`config.mk`:
```
export PLATFORM = sky130hd
export DESIGN_NAME = approx_adder_error_monitor
export DESIGN_NICKNAME = d
export VERILOG_FILES = /design/src/rtl/approx_adder_error_monitor.sv
export SDC_FILE = /design/constraint.sdc
export NUM_CORES = 1
export LEC_CHECK = 0
export CAP_MARGIN = 25
export CORE_MARGIN = 4
export CORE_UTILIZATION = 53
export CTS_BUF_LIST = sky130_fd_sc_hd__clkbuf_4
export DETAILED_ROUTE_END_ITERATION = 6
export PLACE_DENSITY = 0.91
export SYNTH_ARGS = -nofsm -noshare
export SYNTH_HDL_FRONTEND = slang
export SYNTH_SLANG_ARGS = --single-unit
```
`constraint.sdc`:
```
create_clock -name clk -period 3.7 [get_ports clk]
set_input_delay 0.37 -clock clk [delete_from_list [all_inputs] [get_ports clk]]
set_output_delay 0.37 -clock clk [all_outputs]
set_load 0.05 [all_outputs]
```
`src/rtl/approx_adder_error_monitor.sv`:
```
// approx_adder_error_monitor: windowed ER/MED/WCE metric accumulator for approximate W-bit adders.
// Define ERRMON_BIAS_EN to build the signed bias accumulator; otherwise bias_sum is tied to 0.
module approx_adder_error_monitor #(
  parameter int W        = 16,
  parameter int WIN_LOG2 = 8
) (
  input  logic                     clk,
  input  logic                     rst,
  input  logic                     start,
  input  logic                     in_valid,
  output logic                     in_ready,
  input  logic [W-1:0]             op_a,
  input  logic [W-1:0]             op_b,
  input  logic                     cin,
  input  logic [W:0]               approx_sum,
  output logic                     busy,
  output logic                     done,
  output logic                     res_valid,
  output logic [WIN_LOG2:0]        err_count,
  output logic [W:0]               max_ed,
  output logic [W+WIN_LOG2:0]      sum_ed,
  output logic [W+1+WIN_LOG2:0]    bias_sum
);
  typedef enum logic [1:0] {IDLE, RUN, DRAIN, DONE} state_t;
  state_t                state_q, state_d;
  logic [WIN_LOG2-1:0]   cnt_q, cnt_d;
  logic [1:0]            drn_q, drn_d;
  logic                  accept, clr;
  logic                  s1_v_q, s2_v_q, nz_q;
  logic [W:0]            exact_q, apx_q, ed_q, ed_d;
  logic [WIN_LOG2:0]     err_q;
  logic [W:0]            max_q;
  logic [W+WIN_LOG2:0]   sum_q;
  logic                  res_valid_q;

  assign in_ready  = state_q == RUN;
  assign busy      = (state_q == RUN) || (state_q == DRAIN);
  assign done      = state_q == DONE;
  assign res_valid = res_valid_q;
  assign accept    = in_valid & in_ready;
  assign clr       = (state_q == IDLE) & start;
  assign err_count = err_q;
  assign max_ed    = max_q;
  assign sum_ed    = sum_q;

  always_comb begin
    state_d = state_q;
    cnt_d   = cnt_q;
    drn_d   = drn_q;
    case (state_q)
      IDLE: begin
        state_d = start ? RUN : IDLE;
        cnt_d   = start ? '0 : cnt_q;
      end
      RUN: begin
        cnt_d   = accept ? cnt_q + 1'b1 : cnt_q;
        state_d = (accept && cnt_q == '1) ? DRAIN : RUN;
        drn_d   = '0;
      end
      DRAIN: begin
        drn_d   = drn_q + 1'b1;
        state_d = (drn_q == 2'd2) ? DONE : DRAIN;
      end
      default: state_d = IDLE;
    endcase
  end

  always_ff @(posedge clk) begin
    if (rst) begin
      state_q     <= IDLE;
      cnt_q       <= '0;
      drn_q       <= '0;
      res_valid_q <= 1'b0;
    end else begin
      state_q     <= state_d;
      cnt_q       <= cnt_d;
      drn_q       <= drn_d;
      res_valid_q <= clr ? 1'b0 : (state_q == DONE) ? 1'b1 : res_valid_q;
    end
  end

  // Unsigned magnitude computed directly so no sign bit is left unused.
  assign ed_d = (apx_q >= exact_q) ? apx_q - exact_q : exact_q - apx_q;

  always_ff @(posedge clk) begin
    if (rst) begin
      s1_v_q  <= 1'b0;
      s2_v_q  <= 1'b0;
      exact_q <= '0;
      apx_q   <= '0;
      ed_q    <= '0;
      nz_q    <= 1'b0;
      err_q   <= '0;
      max_q   <= '0;
      sum_q   <= '0;
    end else begin
      s1_v_q <= accept;
      s2_v_q <= s1_v_q;
      if (accept) begin
        exact_q <= {1'b0, op_a} + {1'b0, op_b} + (W+1)'(cin);
        apx_q   <= approx_sum;
      end
      if (s1_v_q) begin
        ed_q <= ed_d;
        nz_q <= ed_d != '0;
      end
      if (clr) begin
        err_q <= '0;
        max_q <= '0;
        sum_q <= '0;
      end else if (s2_v_q) begin
        err_q <= err_q + (WIN_LOG2+1)'(nz_q);
        max_q <= (ed_q > max_q) ? ed_q : max_q;
        sum_q <= sum_q + (W+1+WIN_LOG2)'(ed_q);
      end
    end
  end

`ifdef ERRMON_BIAS_EN
  logic [W+1:0]          diff_q;
  logic [W+1+WIN_LOG2:0] bias_q;
  assign bias_sum = bias_q;
  always_ff @(posedge clk) begin
    if (rst) begin
      diff_q <= '0;
      bias_q <= '0;
    end else begin
      if (s1_v_q) diff_q <= {1'b0, apx_q} - {1'b0, exact_q};
      if (clr) bias_q <= '0;
      else if (s2_v_q) bias_q <= bias_q + {{WIN_LOG2{diff_q[W+1]}}, diff_q};
    end
  end
`else
  assign bias_sum = '0;
`endif
endmodule

```
==> run summary <==
=========================================================================================
Multi-input gate area ......................................................    5034 um^2
Vias post-DR ...............................................................        7,230
Ratio of cells with drive above 1 in the final layout ......................       7.008%
Peak supply drop ...........................................................    0.2109 mV
Relative contribution of the clock network to total power ..................        28.8%
Final core occ .............................................................       64.89%
Relative slew slack ........................................................       49.69%
First-pass DRT Iterations ..................................................            5
Number of fill cells in the layout .........................................        1,191
Net switching share of the total power .....................................       35.01%
Number of maximum-capacitance constraint violations ........................            0
Drt first-iter violations ..................................................          390
Total GRT Usage ............................................................       22.62%
Final #Nets ................................................................        1,249
Share of the cycle needed by the critical path after routing ...............       92.16%
Crit path top cell by count ................................................ sky130_fd_sc_hd__mux2i_1
Net load switching power ...................................................   0.001222 W
Area growth from synthesis to layout .......................................       18.76%
Ordered list of cells on the worst path .................................... inv_1, ha_1, nand4_2, o41ai_2, o22ai_1, a41oi_4, buf_4, mux2i_1, o211ai_2, a31oi_1, xor2_1, mux2i_1, and2_1
Pwr dens ................................................................... 367.4 nW/um^2
Clk slew on worst S/H paths ................................................      0.11 ns
Internal ...................................................................   0.002269 W
Post-synthesis instance total ..............................................          989
Slowest stage cell, crit path .............................................. sky130_fd_sc_hd__ha_1
Highest-count cells in the layout ignoring fill and taps ................... sky130_fd_sc_hd__nor2_1, sky130_fd_sc_hd__dfxtp_1, sky130_fd_sc_hd__clkdlybuf4s50_1, sky130_fd_sc_hd__ha_1, sky130_fd_sc_hd__nand2_1
Number of different library cells in the post-synthesis netlist ............           68
Hold_buf cts ...............................................................            0
Kind of cell adding the most delay to the critical path .................... compound AO/OA/AOI/OAI gates
CTS Buffer Depth ...........................................................            2
Cell types occupying the most area after synthesis ......................... sky130_fd_sc_hd__dfxtp_1, sky130_fd_sc_hd__ha_1, sky130_fd_sc_hd__nor2_1
Chip Width .................................................................     130.9 um
Critical path peak fanout ..................................................            8
Initial antenna violation count ............................................            1
Proportion of power drawn by flip-flops and latches ........................        38.2%
Number of buffers created by CTS ...........................................           17
Total negative slack .......................................................         0 ns
Uppermost layer routed .....................................................         met4
F_max ......................................................................    293.3 MHz
I/O Pins ...................................................................          135
Detail-routed via count per cell ...........................................        5.570
RSZ-0062 raised after global routing .......................................        false
Worst reg2reg path depth ...................................................           13
Critical path data arrival time ............................................      3.87 ns
Result of the run .......................................................... finished, final reports clean
Category of the worst setup path capture point .............................    flip-flop
CP Data Required Time ......................................................      4.16 ns
Leakage component of the power .............................................     3.983 nW
Floorplan die height .......................................................     130.9 um
Last weighted congestion value of the routability-driven placer ............       0.9042
Synth warn .................................................................            0
Launch instance of the worst min-delay path ................................          rst
Total standard cell area after synthesis ...................................    8001 um^2
Reg2reg setup slack ........................................................      0.29 ns
Combinational fraction of design power .....................................        33.0%
Register area ..............................................................    2362 um^2
Reg2Reg Capture Point ......................................................     ed_q[14]
Starting Density ...........................................................       54.64%
Slew at the pin with the worst max-slew slack ..............................    0.7547 ns
Leading cell type in the layout, fill and taps excluded .................... sky130_fd_sc_hd__nor2_1
TritonCTS sink count .......................................................          118
Number of stages on the worst hold path ....................................            4
Source-to-sink clock delay at the later pin of the worst-skew pair .........      0.56 ns
Final Hold Fails ...........................................................            0
TritonCTS clock tree .......................................................          yes
Area leader, netlist ....................................................... sky130_fd_sc_hd__dfxtp_1
Largest net degree at the start of global routing ..........................           61
Number of global-route vias before repair ..................................        6,905
Startpoint types ...........................................................    flip-flop
Met3 Routed Length .........................................................      1213 um
Post-DP HPWL ...............................................................    14,640 um
Final Max Tran Viols .......................................................            0
Critical Setup Path Class .................................................. flip-flop to flip-flop
Metal1 wirelength ..........................................................      7983 um
Top-area cell type share of the netlist area ...............................       29.52%
Average cell area after synthesis ..........................................   8.090 um^2
Count of input and output buffers ..........................................          108
Worst flop-to-flop path startpoint .........................................   exact_q[7]
Drt wl/cell ................................................................     14.52 um
Crit path launch ...........................................................   exact_q[7]
First-pass GRT wire length .................................................    31,420 um
Cell row count .............................................................           44
Hold Path End ..............................................................         nz_q
Post-synth EDFFs ...........................................................            0
Sum of overflow across all layers after global routing .....................            0
Flop and latch count out of synthesis ......................................          118
Proportion of register bits with asynchronous set or reset after synthesis .           0%
Total wirelength of the detailed-routed design .............................    18,840 um
Final clock skew ...........................................................   0.01937 ns
Count of buffering cells on the critical path with inverters included ......            2
Critical path's largest stage delay ........................................      0.47 ns
Number of nets still failing antenna checks after routing ..................            0
Top flip-flop cell by instance count after synthesis ....................... sky130_fd_sc_hd__dfxtp_1
Number of design rule violations left after detail routing .................            0
Placeable core area ........................................................  14,640 um^2
Wire length on met2 ........................................................      9155 um
Clock period minus final worst setup slack .................................     3.410 ns
Type of the most critical hold path ........................................ input pin to flip-flop
Total Die Area .............................................................  17,130 um^2
Setup violations, final ....................................................            0
Fraction of the yosys area taken by sequential cells .......................       29.52%
CTS H-Tree Depth ...........................................................            4
Clock root buffer master ................................................... sky130_fd_sc_hd__clkbuf_4
=========================================================================================
==> worst reg2reg max path, stage by stage, from the launching register on <==
cell and delay, ns:
sky130_fd_sc_hd__dfxtp_1 0.37, sky130_fd_sc_hd__inv_1 0.06, sky130_fd_sc_hd__ha_1 0.47, sky130_fd_sc_hd__nand4_2 0.19
sky130_fd_sc_hd__o41ai_2 0.33, sky130_fd_sc_hd__o22ai_1 0.16, sky130_fd_sc_hd__a41oi_4 0.40, sky130_fd_sc_hd__buf_4 0.19
sky130_fd_sc_hd__mux2i_1 0.20, sky130_fd_sc_hd__o211ai_2 0.15, sky130_fd_sc_hd__a31oi_1 0.24, sky130_fd_sc_hd__xor2_1 0.29
sky130_fd_sc_hd__mux2i_1 0.12, sky130_fd_sc_hd__and2_1 0.16
==> Yosys cell counts (all sizes together), types with 4 or more instances <==
cell,count
and2,6
dfxtp,118
nand3,18
a41oi,5
nor3,16
xor2,21
a31oi,6
ha,90
o21ai,44
xnor2,25
nand2,91
nand2b,5
inv,87
a211oi,18
a21boi,6
nor2b,11
o211ai,7
mux2i,43
and3,5
a21o,21
or3,9
buf,38
fa,5
a21oi,82
nor4,5
nand4,17
a2111oi,4
clkbuf,25
nor2,122
==> cells by family (layout without fill, tap and decap cells) <==
logic type                 count (synthesis)  count (layout)  synth area share [%]
AOI/OAI and AO/OA                        218             218                 17.78
and+or+nand+nor                          317             317                 18.00
buffers and inverters                    150             249                 8.772
xor gates and xnor gates                  46              46                 5.035
muxes                                     44              44                 5.520
adders and majority gates                 95              95                 15.32
other                                      1              27               0.04687
DFF                                      118             118                 29.52
==> power by group through the flow <==
stage / clock network [W] / logic, W / registers [W]
after floorplan: 0 / 0.000880 / 0.00135
after detailed placement: 0 / 0.00111 / 0.00136
after global placement: 0 / 0.00109 / 0.00136
after global routing: 0.00107 / 0.00126 / 0.00134
final: 0.00100 / 0.00115 / 0.00133
after CTS: 0.00102 / 0.00111 / 0.00133
==> flip-flops by register name, indices dropped and copies added, names as in the netlist <==
| register | cells |
|---|---|
| res_valid | 1 |
| ed_q | 17 |
| cnt_q | 8 |
| sum_ed | 25 |
| s1_v_q | 1 |
| drn_q | 2 |
| err_count | 9 |
| state_q | 2 |
| apx_q | 17 |
| s2_v_q | 1 |
| max_ed | 17 |
| nz_q | 1 |
| exact_q | 17 |
==> layer usage <==
layer	vias to the layer above	GRT usage (%)
met1	3342	26.96
met2	257	38.97
met4	0	9.014
li1	3583	-
met5	-	0
met3	48	5.732
==> through the flow <==
stage | std cells | hold slack [ns] | cell area [um^2] | worst slack [ns] | total power [W]
2_1_floorplan | 1014 | 0.4400 | 8095 | 0.5205 | 0.002233
3_3_place_gp | 1261 | 0.4471 | 9164 | 0.2336 | 0.002447
3_5_place_dp | 1261 | 0.4527 | 9164 | 0.09187 | 0.002469
4_1_cts | 1293 | 0.1801 | 9470 | 0.2273 | 0.003463
5_1_grt | 1298 | 0.1956 | 9503 | 0.04173 | 0.003671
6_report | 1298 | 0.2073 | 9503 | 0.2900 | 0.003491
==> how the worst max path moves through the flow <==
stage / endpoint / slack (ns) / cells past startpoint
final: ed_q[14] / 0.29 / 13
after global routing: sum_ed[24] / 0.04 / 14
after CTS: nz_q / 0.23 / 13
after floorplan: sum_ed[24] / 0.52 / 14
after detailed placement: exact_q[14] / 0.09 / 16
after global placement: exact_q[14] / 0.23 / 16
==> cell type report <==
type	count	area share (%)
Multi-Input combinational cell	746	52.97
Sequential cell	118	24.86
Timing Repair Buffer	130	13.06
Inverter	87	3.436
Tap cell	184	2.423
Clock inverter	15	1.883
Clock buffer	17	1.343
Antenna cell	1	0.02633
==> timing repair <==
action	CTS	global route
resized for setup	0	1
endpoints found under the setup margin	0	5
setup buffers	0	4
No activity file was read; power rests on OpenSTA's default activity.
